## src/rtl/io_handshake_accumulator.sv

```systemverilog
// Takes 16-bit words from a host over a 4-phase req/ack handshake and accumulates a sum and a word count.
// One word per req high phase; status and accumulators are shown on a sel-muxed 8-bit display bus.
module io_handshake_accumulator #(
  parameter int SYNC_STAGES    = 2,
  parameter int TIMEOUT_CYCLES = 255
) (
  input  logic        clk,
  input  logic        rst,
  input  logic [27:0] io_in,
  output logic [27:0] io_out,
  output logic [27:0] io_oeb
);

  localparam int TW = (TIMEOUT_CYCLES > 2) ? $clog2(TIMEOUT_CYCLES) : 1;
  localparam logic [TW-1:0] TLAST = TW'(TIMEOUT_CYCLES - 1);

  typedef enum logic [1:0] {
    IDLE    = 2'd0,
    CAPTURE = 2'd1,
    ACK     = 2'd2,
    ERR     = 2'd3
  } state_t;

  state_t                 state_q, state_d;
  logic [SYNC_STAGES-1:0] sync_q, sync_d;
  logic [15:0]            sum_q, sum_d;
  logic [7:0]             count_q, count_d;
  logic                   err_q, err_d;
  logic                   carry_q, carry_d;
  logic [TW-1:0]          tcnt_q, tcnt_d;

  logic        req_sync;
  logic [16:0] add_res;
  logic [1:0]  sel;
  logic [7:0]  disp;
  logic        ack;
  logic        unused_in;

  // Only req crosses into the clock domain; the host holds data stable until it sees ack.
  assign sync_d   = {sync_q[SYNC_STAGES-2:0], io_in[16]};
  assign req_sync = sync_q[SYNC_STAGES-1];
  assign add_res  = {1'b0, sum_q} + {1'b0, io_in[15:0]};

  always_comb begin
    state_d = state_q;
    sum_d   = sum_q;
    count_d = count_q;
    err_d   = err_q;
    carry_d = carry_q;
    tcnt_d  = tcnt_q;
    case (state_q)
      IDLE: begin
        if (req_sync) state_d = CAPTURE;
      end
      CAPTURE: begin
        state_d = ACK;
        sum_d   = add_res[15:0];
        count_d = count_q + 8'd1;
        carry_d = carry_q | add_res[16];
        tcnt_d  = '0;
      end
      ACK: begin
        // A falling req takes priority over a timeout on the same edge.
        if (!req_sync) begin
          state_d = IDLE;
        end else if (tcnt_q == TLAST) begin
          state_d = ERR;
          err_d   = 1'b1;
        end else begin
          tcnt_d = tcnt_q + 1'b1;
        end
      end
      ERR: begin
        if (!req_sync) state_d = IDLE;
      end
      default: state_d = IDLE;
    endcase
  end

  always_ff @(posedge clk or posedge rst) begin
    if (rst) begin
      state_q <= IDLE;
      sync_q  <= '0;
      sum_q   <= '0;
      count_q <= '0;
      err_q   <= 1'b0;
      carry_q <= 1'b0;
      tcnt_q  <= '0;
    end else begin
      state_q <= state_d;
      sync_q  <= sync_d;
      sum_q   <= sum_d;
      count_q <= count_d;
      err_q   <= err_d;
      carry_q <= carry_d;
      tcnt_q  <= tcnt_d;
    end
  end

  assign sel = io_in[19:18];
  assign ack = (state_q == ACK);

  always_comb begin
    disp = sum_q[7:0];
    case (sel)
      2'b00: disp = sum_q[7:0];
      2'b01: disp = sum_q[15:8];
      2'b10: disp = count_q;
      2'b11: disp = {err_q, carry_q, 4'b0000, state_q};
      default: disp = sum_q[7:0];
    endcase
  end

  assign io_out    = {disp, 2'b00, ack, 17'd0};
  assign io_oeb    = 28'h00DFFFF;
  assign unused_in = ^{io_in[27:20], io_in[17]};

endmodule

```

## config.mk

```make
export PLATFORM = sky130hd
export DESIGN_NAME = io_handshake_accumulator
export DESIGN_NICKNAME = d
export VERILOG_FILES = /design/src/rtl/io_handshake_accumulator.sv
export SDC_FILE = /design/constraint.sdc
export NUM_CORES = 1
export LEC_CHECK = 0
export CORE_MARGIN = 5
export CORE_UTILIZATION = 52
export CTS_BUF_LIST = sky130_fd_sc_hd__clkbuf_8
export DETAILED_ROUTE_END_ITERATION = 8
export PLACE_DENSITY = 0.91
export SLEW_MARGIN = 5
export SYNTH_ARGS = -nofsm -noshare
export SYNTH_HDL_FRONTEND = slang
export SYNTH_SLANG_ARGS = --single-unit
export TNS_END_PERCENT = 30
```

## constraint.sdc

```tcl
create_clock -name clk -period 4.8 [get_ports clk]
set_clock_uncertainty 0.2 [all_clocks]
set_input_delay 0.48 -clock clk [delete_from_list [all_inputs] [get_ports clk]]
set_output_delay 0.48 -clock clk [all_outputs]
set_load 0.005 [all_outputs]
```

==> run_results.csv, run 1 <==
group,metric,value,unit
run_status,status,"complete, no violations",
floorplanning,core-area,5140,µm²
synthesis,synth-edff-count,0,
cts,ctsHoldBuffers,0,
critical_path,cp_cell_sequence,"clkdlybuf4s50_1 > nor2b_1 > nand2_1 > o21ai_0 > clkdlybuf4s50_1",
cts,cts_setup_buffers,0,
critical_path,rrSetupSlack,2.06,ns
cts,cts_num_sinks,38,
critical_path,slowest_delay,0.74,ns
cts,cts_buffers,5,
synthesis,ys_types,36,
power,p_sw,657.7,µW
power,peakVddDrop,0.2549,mV
floorplanning,start_util,53.65,%
critical_path,crit_fanout,9,
floorplanning,ios,86,
sta,setup_viol,0,
sta,fin_setup_tns,0,ns
route,ant_nets,0,
sta,fmax,332.7,MHz
synthesis,ys_async_sr_fraction,100.0,%
synthesis,ys_ff_latch,38,
sta,worst_pin_slew,1.178,ns
critical_path,crit_type,"in -> out",
layout,final_cell_mix,"conb_1 (47), nand2_1 (42), dfrtp_1 (38)",
floorplanning,die_width,82.82,µm
layout,nNetsFinal,383,
critical_path,cp-end-kind,"output port",
synthesis,ys_seq_area_share,34.48,%
synthesis,synth_ff_type,"dfrtp_1",
sta,max_slew_margin,21.49,%
sta,rsz0062_at_grt,"no",
power,switching_share,39.29,%
route,via_count,2073,
synthesis,syn_avg_cell_area,8.983,µm²
critical_path,reg2reg_from,"sum_q[0]",
route,via_per_inst,5.131,
power,p_comb_share,47.4,%
global_route,grt_overflow,0,
placed_design,io_buffers,29,
placed_design,place_congestion,0.8769,
route,dr.pass1.iters,4,
cts,ctsResizeCount,0,
placed_design,pre_cts_ws,1.589,ns
route,drt-total-wl,5595,µm
critical_path,crit_arrival,2.33,ns
sta,fin_crit,3.006,ns
placed_design,dp_hpwl,4228,µm
synthesis,syn_area,2758,µm²
floorplanning,rows,26,
critical_path,r2r_end,"sum_q[12]",
global_route,grt_pass1_wl,9673,µm
critical_path,crit_slowest_cell,"clkdlybuf4s50_1",
route,wire_per_inst,13.85,µm
layout,areaGrowthSynthToFinish,11.07,%
cts,cts_tree,"yes",
worst_hold_path,worstHoldEndpoint,"sync_q[1]",
global_route,grtUsageTotal,16.91,%
synthesis,yosys_warnings,0,
sta,fin_ws,1.794,ns
cts,clk_latency,0.30,ns
critical_path,critPathRequiredTime,4.12,ns
cts,htreeDepth,2,
global_route,grt_pass1_vias,2025,
layout,nFillCells,430,
power,intPower,1016,µW
cts,cts_buffer_depth,2,
power,pwr-share-seq,32.3,%
critical_path,critPathMostFrequentCell,"clkdlybuf4s50_1",
sta,finalCritPeriodShare,62.63,%
power,p_clk_share,20.3,%
layout,diodes,0,
layout,layout_commonest_cell,"conb_1",
cts,clk_pin_slew,0.07,ns
route,first_iter_violations,182,
cts,cts_root_buffer,"clkbuf_8",
sta,drv_slew,0,
sta,finalHoldViolCount,0,
synthesis,postSynthCellCount,307,
worst_hold_path,worstHoldStart,"sync_q[0]",
critical_path,reg2reg_depth,8,
route,drc_errors,0,
power,power.density,546.5,nW/µm²
critical_path,start_kind,"primary input",
worst_hold_path,worstHoldPathCells,0,
layout,ff_latch_area,950.9,µm²
run,maxCapViolCount,0,
layout,multi_input_area,1577,µm²
floorplanning,die-height,82.82,µm
power,p_leak,0.001415,µW
worst_hold_path,hold_path_class,"reg -> reg",
layout,final_layout_size_suffix_gt1_share,5.090,%
global_route,antenna_found_initial,0,
floorplanning,dieArea,6859,µm²
global_route,grt_max_degree,39,
## cell usage after synthesis (all sizes together), types with 3 or more instances
master   n  area (µm²)
ha      19       237.7
dfrtp   38       950.9
a211oi   4       30.03
buf     49       365.4
a21oi   13       65.06
o21ai   37       185.2
mux4     4       90.09
and3     4       25.02
xnor2   12       105.1
nor2b    4       25.02
nand3   11       55.05
xor2    10       87.58
nor2    14       52.55
clkbuf   7       26.28
mux2i    6       60.06
nand4    7       43.79
nand2   42       157.7
a21o     3       22.52
## worst max-delay path by stage
stage | start | to | slack [ns] | cells past startpoint
after CTS | io_in[18] | io_out[23] | 1.77 | 5
after detailed placement | io_in[0] | sum_q[14] | 1.59 | 9
after global placement | io_in[0] | sum_q[12] | 1.65 | 9
after floorplan | io_in[0] | sum_q[14] | 2.37 | 8
after global routing | io_in[18] | io_out[23] | 1.67 | 5
final | io_in[18] | io_out[25] | 1.79 | 5
## registers in the layout, indices dropped and copies added (netlist names)
register / cells
carry_q: 1
count_q: 8
err_q: 1
state_q: 2
sum_q: 16
sync_q: 2
tcnt_q: 8
## power groups by stage
stage / Combinational (µW) / Clock (µW) / Sequential [µW]
global placement: 755 / 0 / 532
finish: 794 / 339 / 541
global route: 908 / 354 / 558
detailed placement: 784 / 0 / 545
CTS: 791 / 342 / 540
floorplan: 635 / 0 / 500
## stage by stage
stage          cells  hold slack [ns]  utilization [%]  instance area [µm²]  power (µW)
6_report         404           0.1570            59.59                 3063        1674
5_1_grt          404           0.1776            59.59                 3063        1820
3_3_place_gp     396           0.1325            56.82                 2920        1287
3_5_place_dp     396           0.1435            56.82                 2920        1329
4_1_cts          404           0.1606            59.59                 3063        1672
2_1_floorplan    352           0.1312                -                 2927        1136
## logic make-up (layout without fill, tap and decap cells)
family                     after synthesis  after routing  share of synthesized area (%)
DFF                                     38             38                          34.48
buffers and inverters                   58             40                          14.47
other                                    2             47                         0.2723
muxes                                   10             10                          5.445
xor gates and xnor gates                22             22                          6.987
and+or+nand+nor                         91             91                          15.56
AOI/OAI and AO/OA                       66             66                          13.43
adders and majority gates               20             20                          9.347
## worst max-delay path, delay by kind of cell
kind | cells | cell delay (ns)
simple gates | 2 | 0.44
buf+inv | 2 | 1.29
compound gates | 1 | 0.11
## area by class of cell
class | count | area share, %
sequential | 38 | 31.05
clock inverter | 2 | 1.961
tap | 70 | 2.859
clock buffer | 6 | 2.696
inverter | 2 | 0.2451
multi-input combinational | 256 | 51.47
timing repair buffer | 30 | 9.722
## per-layer routing
| layer | up-vias | routed length [µm] | share of wire, % | GRT usage (%) |
|---|---|---|---|---|
| met4 | 0 | 77 | 1.4 | 5.944 |
| met5 | - | 0 | 0 | 0 |
| met2 | 71 | 2776 | 50 | 28.28 |
| met3 | 8 | 430 | 7.7 | 3.762 |
| li1 | 1034 | - | - | - |
| met1 | 960 | 2311 | 41 | 21.50 |
Power figures use the tool's default switching activity.
==> run 2, diff against run 1 <==
- CORE_UTILIZATION: 52 -> 49
- PLACE_DENSITY: 0.91 -> 0.87
- clock period: 4.8 -> 3.1 ns (I/O delays scaled with it)
==> run_results.csv, run 2 (synthesized netlist as in run 1, its figures left out) <==
group,metric,value,unit
power,power.density,843.9,nW/µm²
route,wire_per_inst,13.57,µm
placed_design,place_congestion,0.8861,
global_route,grt_overflow,0,
sta,setup_viol,0,
cts,cts_buffer_depth,2,
power,total_power,2600,µW
critical_path,crit_slowest_cell,"fa_1",
critical_path,cp_cell_sequence,"clkdlybuf4s50_1 > ha_1 > fa_1 > a211oi_1 > o21ai_0 > a31oi_1 > a21oi_1 > xnor2_1 > o21ai_0",
cts,cts_buffers,5,
sta,finalCritPeriodShare,88.50,%
sta,rsz0062_at_grt,"no",
sta,fin_ws,0.3566,ns
floorplanning,die-height,85.02,µm
route,dr.pass1.iters,4,
route,drc_errors,0,
layout,layout_commonest_cell,"conb_1",
floorplanning,dieArea,7228,µm²
floorplanning,rows,27,
sta,finalHoldViolCount,0,
layout,nNetsFinal,385,
sta,fin_crit,2.743,ns
power,p_leak,0.001424,µW
layout,diodes,0,
floorplanning,ios,86,
placed_design,pre_cts_ws,0.04254,ns
sta,worst_pin_slew,1.221,ns
cts,clk_pin_slew,0.08,ns
sta,fmax,364.5,MHz
route,drt-total-wl,5536,µm
cts,htreeDepth,2,
run_status,status,"complete, no violations",
cts,cts_setup_buffers,0,
critical_path,cp-end-kind,"flip-flop",
layout,top_register,"sum_q",
cts,cts_tree,"yes",
critical_path,start_kind,"primary input",
layout,fin_util,56.29,%
layout,areaGrowthSynthToFinish,11.71,%
worst_hold_path,hold_path_class,"reg -> reg",
critical_path,crit_type,"in -> reg",
critical_path,crit_fanout,3,
global_route,grt_pass1_wl,9080,µm
critical_path,slowest_delay,0.43,ns
sta,fin_setup_tns,0,ns
global_route,grt_max_degree,39,
cts,cts_num_sinks,38,
placed_design,dp_cells,400,
cts,clk_latency,0.29,ns
floorplanning,start_util,50.39,%
layout,largest_registers,"sum_q (16), count_q (8), tcnt_q (8)",
cts,ctsHoldBuffers,0,
floorplanning,die_width,85.02,µm
layout,fin_cells,408,
critical_path,critPathMostFrequentCell,"o21ai_0",
cts,cts_root_buffer,"clkbuf_8",
global_route,grtUsageTotal,15.45,%
critical_path,critPathRequiredTime,3.03,ns
global_route,antenna_found_initial,0,
layout,largest_reg_flops,16,
floorplanning,core-area,5473,µm²
placed_design,io_buffers,29,
sta,drv_slew,0,
global_route,grt_pass1_vias,2016,
sta,max_slew_margin,18.59,%
placed_design,dp_hpwl,4274,µm
layout,final_cell_mix,"conb_1 (47), nand2_1 (42), dfrtp_1 (38)",
layout,final_layout_size_suffix_gt1_share,5.655,%
cts,ctsResizeCount,0,
run,maxCapViolCount,0,
route,via_per_inst,5.142,
route,via_count,2098,
critical_path,cp_num_buf_inv,1,
route,ant_nets,0,
power,peakVddDrop,0.3740,mV
critical_path,crit_arrival,2.68,ns
critical_path,cp_top_family,"compound AO/OA/AOI/OAI gates",
route,first_iter_violations,138,
[run 2: cell count changes in the layout (fill, tap and decap cells not counted), sizes merged]
cell and change:
buf +2
[run 2: worst paths after layout]
path | startpoint | to | slack (ns) | cells after the start
setup / recovery | io_in[0] | sum_q[12] | 0.36 | 9
hold / removal | sync_q[0] | sync_q[1] | 0.15 | 0
setup reg to reg | sum_q[0] | sum_q[12] | 0.38 | 8
hold reg to reg | sync_q[0] | sync_q[1] | 0.15 | 0
max in group asynchronous | rst | tcnt_q[7] | 2.14 | 3
min in group asynchronous | rst | tcnt_q[5] | 0.22 | 3
[run 2: worst register-to-register path: stages (launching register included)]
cell      delay (ns)
dfrtp_1         0.41
ha_1            0.22
fa_1            0.43
a211oi_1        0.37
o21ai_0         0.17
a31oi_1         0.33
a21oi_1         0.17
xnor2_1         0.17
o21ai_0         0.09
[run 2: final cells by class]
| class | count | area, µm² |
|---|---|---|
| fill | 481 | 2392 |
| multi-input combinational | 256 | 1577 |
| sequential | 38 | 950.9 |
| timing repair buffer | 32 | 312.8 |
| tap | 72 | 90.09 |
| clock buffer | 6 | 82.58 |
| clock inverter | 2 | 60.06 |
| inverter | 2 | 7.507 |
[run 2: power breakdown]
part           internal [µW]  switching [µW]  total, µW  leakage [µW]
Sequential               655             180        835      0.000481
Combinational            590             656       1250      0.000872
Clock                    343             176        519     0.0000714
[run 2: metrics by stage]
stage	hold slack, ns	area (µm²)
2_1_floorplan	0.1312	2927
3_3_place_gp	0.1345	2938
3_5_place_dp	0.1347	2938
4_1_cts	0.1519	3080
5_1_grt	0.1596	3080
6_report	0.1505	3080
[run 2: layer usage]
metal,part of all wire [%],vias to the layer above,wire length (µm),global-route usage (%)
met5,0,-,0,0
met4,4.0,0,220,8.345
met3,7.9,17,437,3.592
met2,47,93,2593,25.71
met1,41,955,2284,18.40
li1,-,1033,-,-
